<file path="config.mk">
export PLATFORM = sky130hd
export DESIGN_NAME = fetch_unit
export DESIGN_NICKNAME = d
export VERILOG_FILES = /design/src/rtl/fetch_unit_pkg.sv /design/src/rtl/fetch_hold_buffer.sv /design/src/rtl/fetch_unit.sv
export SDC_FILE = /design/constraint.sdc
export NUM_CORES = 1
export LEC_CHECK = 0
export CAP_MARGIN = 10
export CORE_ASPECT_RATIO = 0.9
export CORE_MARGIN = 4
export CORE_UTILIZATION = 54
export CTS_BUF_LIST = sky130_fd_sc_hd__clkbuf_16
export CTS_CLUSTER_SIZE = 20
export DETAILED_ROUTE_END_ITERATION = 10
export PLACE_DENSITY_LB_ADDON = 0.25
export RECOVER_POWER = 50
export SETUP_SLACK_MARGIN = 0.15
export SYNTH_ARGS = -nofsm -noshare
export SYNTH_HDL_FRONTEND = slang
export SYNTH_SLANG_ARGS = --single-unit
</file>
<file path="constraint.sdc">
create_clock -name CLK -period 10.6 [get_ports CLK]
set_input_delay 2.12 -clock CLK [delete_from_list [all_inputs] [get_ports CLK]]
set_output_delay 2.12 -clock CLK [all_outputs]
set_load 0.01 [all_outputs]
</file>
<file path="src/rtl/fetch_unit_pkg.sv">
// Shared definitions for the instruction fetch unit: FSM state encodings,
// the default reset fetch address and the word-address helpers.
package fetch_unit_pkg;

  // FSM state encodings
  localparam logic [1:0] ST_IDLE  = 2'd0;
  localparam logic [1:0] ST_REQ   = 2'd1;
  localparam logic [1:0] ST_FULL  = 2'd2;
  localparam logic [1:0] ST_DRAIN = 2'd3;

  // Default fetch address after reset
  localparam logic [31:0] FU_RESET_PC = 32'h0000_0000;

  // Byte distance between consecutive instruction words
  localparam logic [31:0] WORD_INC = 32'd4;

  // Next sequential word address; wraps modulo 2^32
  function automatic logic [31:0] next_word(input logic [31:0] a);
    return a + WORD_INC;
  endfunction

  // Redirect targets are forced onto a word boundary
  function automatic logic [31:0] align_word(input logic [31:0] a);
    return {a[31:2], 2'b00};
  endfunction

endpackage

</file>
<file path="src/rtl/fetch_hold_buffer.sv">
// One-entry skid buffer that parks a returned instruction word and its
// address while decode is stalled.
module fetch_hold_buffer
  import fetch_unit_pkg::*;
(
  input  logic        CLK,
  input  logic        RST,
  input  logic        load,
  input  logic        clear,
  input  logic [31:0] din_data,
  input  logic [31:0] din_addr,
  output logic        valid,
  output logic [31:0] data,
  output logic [31:0] addr
);

  // Occupancy flag: reset and clear empty the entry, load fills it
  always_ff @(posedge CLK) begin
    if (RST) begin
      valid <= 1'b0;
    end else if (clear) begin
      valid <= 1'b0;
    end else if (load) begin
      valid <= 1'b1;
    end
  end

  // Payload capture; contents are meaningless while valid is low
  always_ff @(posedge CLK) begin
    if (load && !clear) begin
      data <= din_data;
      addr <= din_addr;
    end
  end

endmodule

</file>
<file path="src/rtl/fetch_unit.sv">
// Instruction fetch unit: issues word fetches to instruction memory,
// presents one registered instruction per cycle to decode, absorbs a
// single stalled word in a hold buffer and handles branch redirects,
// draining any request that was already in flight.
module fetch_unit
  import fetch_unit_pkg::*;
#(
  parameter logic [31:0] RESET_PC = FU_RESET_PC
) (
  input  logic        CLK,
  input  logic        RST,
  input  logic        STALL,
  input  logic        BR_TAKEN,
  input  logic [31:0] BR_TARGET,
  input  logic        MEM_ACK,
  input  logic [31:0] MEM_DATA,
  output logic        MEM_REQ,
  output logic [31:0] MEM_ADDR,
  output logic [31:0] IR,
  output logic        IR_VALID,
  output logic [31:0] PC,
  output logic [31:0] PC4
);

  logic [1:0]  state;
  logic [31:0] fetch_pc;
  logic [31:0] drain_addr;

  logic        consume;
  logic        in_req;
  logic        in_full;
  logic [31:0] br_pc;

  logic        buf_load;
  logic        buf_clear;
  logic        buf_valid;
  logic [31:0] buf_data;
  logic [31:0] buf_addr;

  assign consume = IR_VALID & ~STALL;
  assign in_req  = (state == ST_REQ);
  assign in_full = (state == ST_FULL);
  assign br_pc   = align_word(BR_TARGET);

  // A request is outstanding in REQ and while draining a redirected fetch;
  // the drain keeps presenting the abandoned address until memory answers.
  assign MEM_REQ  = in_req | (state == ST_DRAIN);
  assign MEM_ADDR = (state == ST_DRAIN) ? drain_addr : fetch_pc;

  assign PC4 = next_word(PC);

  // Park the returned word when decode holds a live IR and refuses it
  assign buf_load  = in_req & ~BR_TAKEN & MEM_ACK & IR_VALID & STALL;
  assign buf_clear = BR_TAKEN | (in_full & consume);

  fetch_hold_buffer u_hold (
    .CLK      (CLK),
    .RST      (RST),
    .load     (buf_load),
    .clear    (buf_clear),
    .din_data (MEM_DATA),
    .din_addr (fetch_pc),
    .valid    (buf_valid),
    .data     (buf_data),
    .addr     (buf_addr)
  );

  // Fetch FSM together with fetch_pc and the registered IR/PC/IR_VALID
  always_ff @(posedge CLK) begin
    if (RST) begin
      state      <= ST_IDLE;
      fetch_pc   <= RESET_PC;
      drain_addr <= RESET_PC;
      IR         <= 32'h0;
      PC         <= 32'h0;
      IR_VALID   <= 1'b0;
    end else begin
      case (state)
        ST_IDLE: begin
          if (BR_TAKEN) begin
            fetch_pc <= br_pc;
            IR_VALID <= 1'b0;
          end
          state <= ST_REQ;
        end

        ST_REQ: begin
          if (BR_TAKEN) begin
            // Redirect wins over any ack or stall in the same cycle
            fetch_pc <= br_pc;
            IR_VALID <= 1'b0;
            if (!MEM_ACK) begin
              drain_addr <= fetch_pc;
              state      <= ST_DRAIN;
            end
          end else if (MEM_ACK) begin
            fetch_pc <= next_word(fetch_pc);
            if (!IR_VALID || consume) begin
              IR       <= MEM_DATA;
              PC       <= fetch_pc;
              IR_VALID <= 1'b1;
            end else begin
              state <= ST_FULL;
            end
          end else if (consume) begin
            IR_VALID <= 1'b0;
          end
        end

        ST_FULL: begin
          if (BR_TAKEN) begin
            fetch_pc <= br_pc;
            IR_VALID <= 1'b0;
            state    <= ST_REQ;
          end else if (consume && buf_valid) begin
            IR    <= buf_data;
            PC    <= buf_addr;
            state <= ST_REQ;
          end
        end

        ST_DRAIN: begin
          // Data returned for the abandoned address is dropped
          if (BR_TAKEN) begin
            fetch_pc <= br_pc;
          end
          if (MEM_ACK) begin
            state <= ST_REQ;
          end
        end

        default: begin
          state <= ST_IDLE;
        end
      endcase
    end
  end

endmodule
</file>
==> out/results.ini <==
[global_route]
grt_pass1_wl_um=35200
grt_max_degree=116
antenna_found_initial=0
gr-total-overflow=0
grt.total_usage_pct=24.2
grt_pass1_vias=6568

[power]
finalPower_mw=1.58
pwr_density_cell_nw_per_um2=143
ir_drop_v=0.000134
p_leak_nw=3.75

[drt]
routed_via_density=5.84
routed_wl_um=22200
first_pass_iters=6
postRouteAntennaNets=0
drtIter0Drc=654
post-route-drc-count=0
vias=7154
wl_per_cell_um=18.1

[status]
status=finished with violations
failed_checks=capacitance limit, slew limit

[sta]
final.min_clock_period_ns=6.71
setup_viol=0
setup_tns_ns=0
post-route-period-util_pct=63.3
hold_violations=0
rsz0062_at_grt=false
max_slew_margin_pct=-189
tightest_slew_ns=4.34
hold_slack_ns=0.455
slew_viol_final=193
final.setup_skew_ns=0.00967
max_freq_mhz=149

[clocking]
numCtsBuffers=17
cts.sinks=188
clk_pin_slew_ns=0.07
cts_resized=0
cts_hold_buf=0
cts_max_path_buffers=2
cts_max_level=4
root_buffer=clkbuf_16
clkLatencyLatePin_ns=0.42
cts_tree=yes
cts_setup_buffers=0

[synth]
syn_area_um2=8630
synth_cell_types=53
synth-seq-area-share_pct=50.8
syn_inst=861
async_reset_ff_share_pct=0
avgSynthCellArea_um2=10.0
synth-edff-count=62
yosysWarnings=0
ys_ff_latch=188
ys.flop_type=dfxtp_1

[critical_path]
cp_num_buf_inv=2
worst_setup_path_end_kind=flip-flop
crit_required_ns=10.91
cp_common_cell=clkbuf_1
worst_path_max_delay_cell=clkbuf_1
crit_type=input pin to flip-flop
crit_arrival_ns=7.02
path_max_fanout=96
worstPathCellList=clkbuf_1 -> clkbuf_1 -> a21oi_1 -> and3_1
cp_top_family=buffers and inverters
max_stage_delay_ns=3.11
start_kind=input pin

[run]
cap_violations=3

[finish]
layout-drive-gt1-share_pct=7.14
diodes=0
area_delta_synth_final_pct=28.0
layout.nets=1080

[floorplan]
die_x_um=141
initial_core_util_pct=55.5
core_um2=15500
die_y_um=128
dieArea_um2=18100
num_rows=43
top_level_ports=199

[placement]
gp_congestion=0.924
hpwlAfterDp_um=15300
io_buffer_count=190

[min_path]
hold_path_class=flip-flop to flip-flop

[synth_stat cells, drive strengths merged (20+ instances only)]
cell      n  share of area [%]
a211oi   68                5.9
a21oi    46                2.7
buf      40                2.8
clkbuf   35                1.5
dfxtp   126                 29
edfxtp   62                 22
mux2     30                3.9
mux2i    60                7.0
nand2    92                4.1
nand3    22                1.3
nand4    20                1.8
nor2     92                4.0
xnor2    28                2.8
[worst paths after layout]
kind                                                   from                           to  slack (ns)  depth (start not counted)
worst min register to register  drain_addr[27]$_SDFFE_PP0P_  drain_addr[27]$_SDFFE_PP0P_        0.45                          2
worst max register to register        state[0]$_SDFFE_PP0P_    u_hold.data[25]$_DFFE_PP_        6.10                          4
worst min-delay path            drain_addr[27]$_SDFFE_PP0P_  drain_addr[27]$_SDFFE_PP0P_        0.45                          2
worst max-delay path                                    RST    fetch_pc[18]$_SDFFE_PP0P_        3.89                          4
[power breakdown]
part | switching [mW] | internal, mW | leakage (nW) | total [mW]
logic | 0.0890 | 0.100 | 1.89 | 0.189
registers | 0.0377 | 0.769 | 1.59 | 0.806
clock network | 0.265 | 0.319 | 0.267 | 0.584
[area by class of cell]
type / count / area (um^2)
fill: 1229 / 4500
inverter: 16 / 60.1
sequential: 188 / 4380
multi-input combinational: 587 / 3860
timing repair buffer: 199 / 1950
tap: 202 / 253
clock inverter: 15 / 110
clock buffer: 17 / 425
[metrics by stage]
stage                     instances  cell area, um^2  utilization (%)  setup WS (ns)
after floorplan                 866             8650                -           5.65
after global placement         1192            10500             67.7           5.44
after detailed placement       1192            10500             67.7           5.31
after CTS                      1224            11100             71.1           5.21
after global routing           1224            11000             71.0           3.53
final                          1224            11000             71.0           3.89
[kinds of logic (layout without fill, tap and decap cells)]
group,count (synthesis),in the layout,synth area share [%]
xor+xnor,32,32,3.25
simple gates,287,287,16.2
fa+ha+maj,2,2,0.290
buf+inv,91,247,5.00
compound gates,170,170,13.6
mux,90,90,10.9
other cells,1,6,0.0434
flops,188,188,50.8
[cells in the final DEF (no fill, tap or decap), types with 4 or more instances in the layout]
cell type | Yosys | final
dfxtp_1 | 126 | 126
dlygate4sd3_1 | 0 | 101
nor2_1 | 92 | 92
nand2_1 | 90 | 90
clkdlybuf4s50_1 | 0 | 88
a211oi_1 | 68 | 68
edfxtp_1 | 62 | 62
mux2i_1 | 60 | 60
a21oi_1 | 46 | 46
mux2_2 | 30 | 30
xnor2_1 | 28 | 28
nand3_1 | 22 | 22
inv_1 | 16 | 20
nand4_1 | 18 | 18
clkbuf_16 | 0 | 17
a311oi_1 | 14 | 14
or4_1 | 12 | 12
o31ai_1 | 11 | 11
o21ai_0 | 11 | 11
nor3_1 | 8 | 8
and3_1 | 9 | 8
nor4_1 | 9 | 8
and4_1 | 6 | 6
conb_1 | 1 | 6
buf_4 | 8 | 6
xor2_1 | 4 | 4
a2111oi_0 | 4 | 4
nor3b_1 | 4 | 4
clkbuf_1 | 34 | 4
[tightest hold or removal path, stage by stage (launching register included)]
cell and delay [ns]:
dfxtp_1 0.31, nand2_1 0.05, a21oi_1 0.05
[registers in the layout, indices dropped and copies added (netlist names)]
register	flops
IR	32
IR_VALID	1
PC	30
drain_addr	30
fetch_pc	30
state	2
u_hold.addr	30
u_hold.data	32
u_hold.valid	1
[per-layer routing]
layer  vias to the layer above  wire (um)  share of wire, %  global-route usage [%]
met2                       329       9700                44                    35.8
met1                      3342      10200                46                    35.9
met3                        31       1910               8.6                    5.22
met5                         -          0                 0                       0
li1                       3452          -                 -                       -
met4                         0        362               1.6                    6.67
Power figures use the tool's default switching activity.
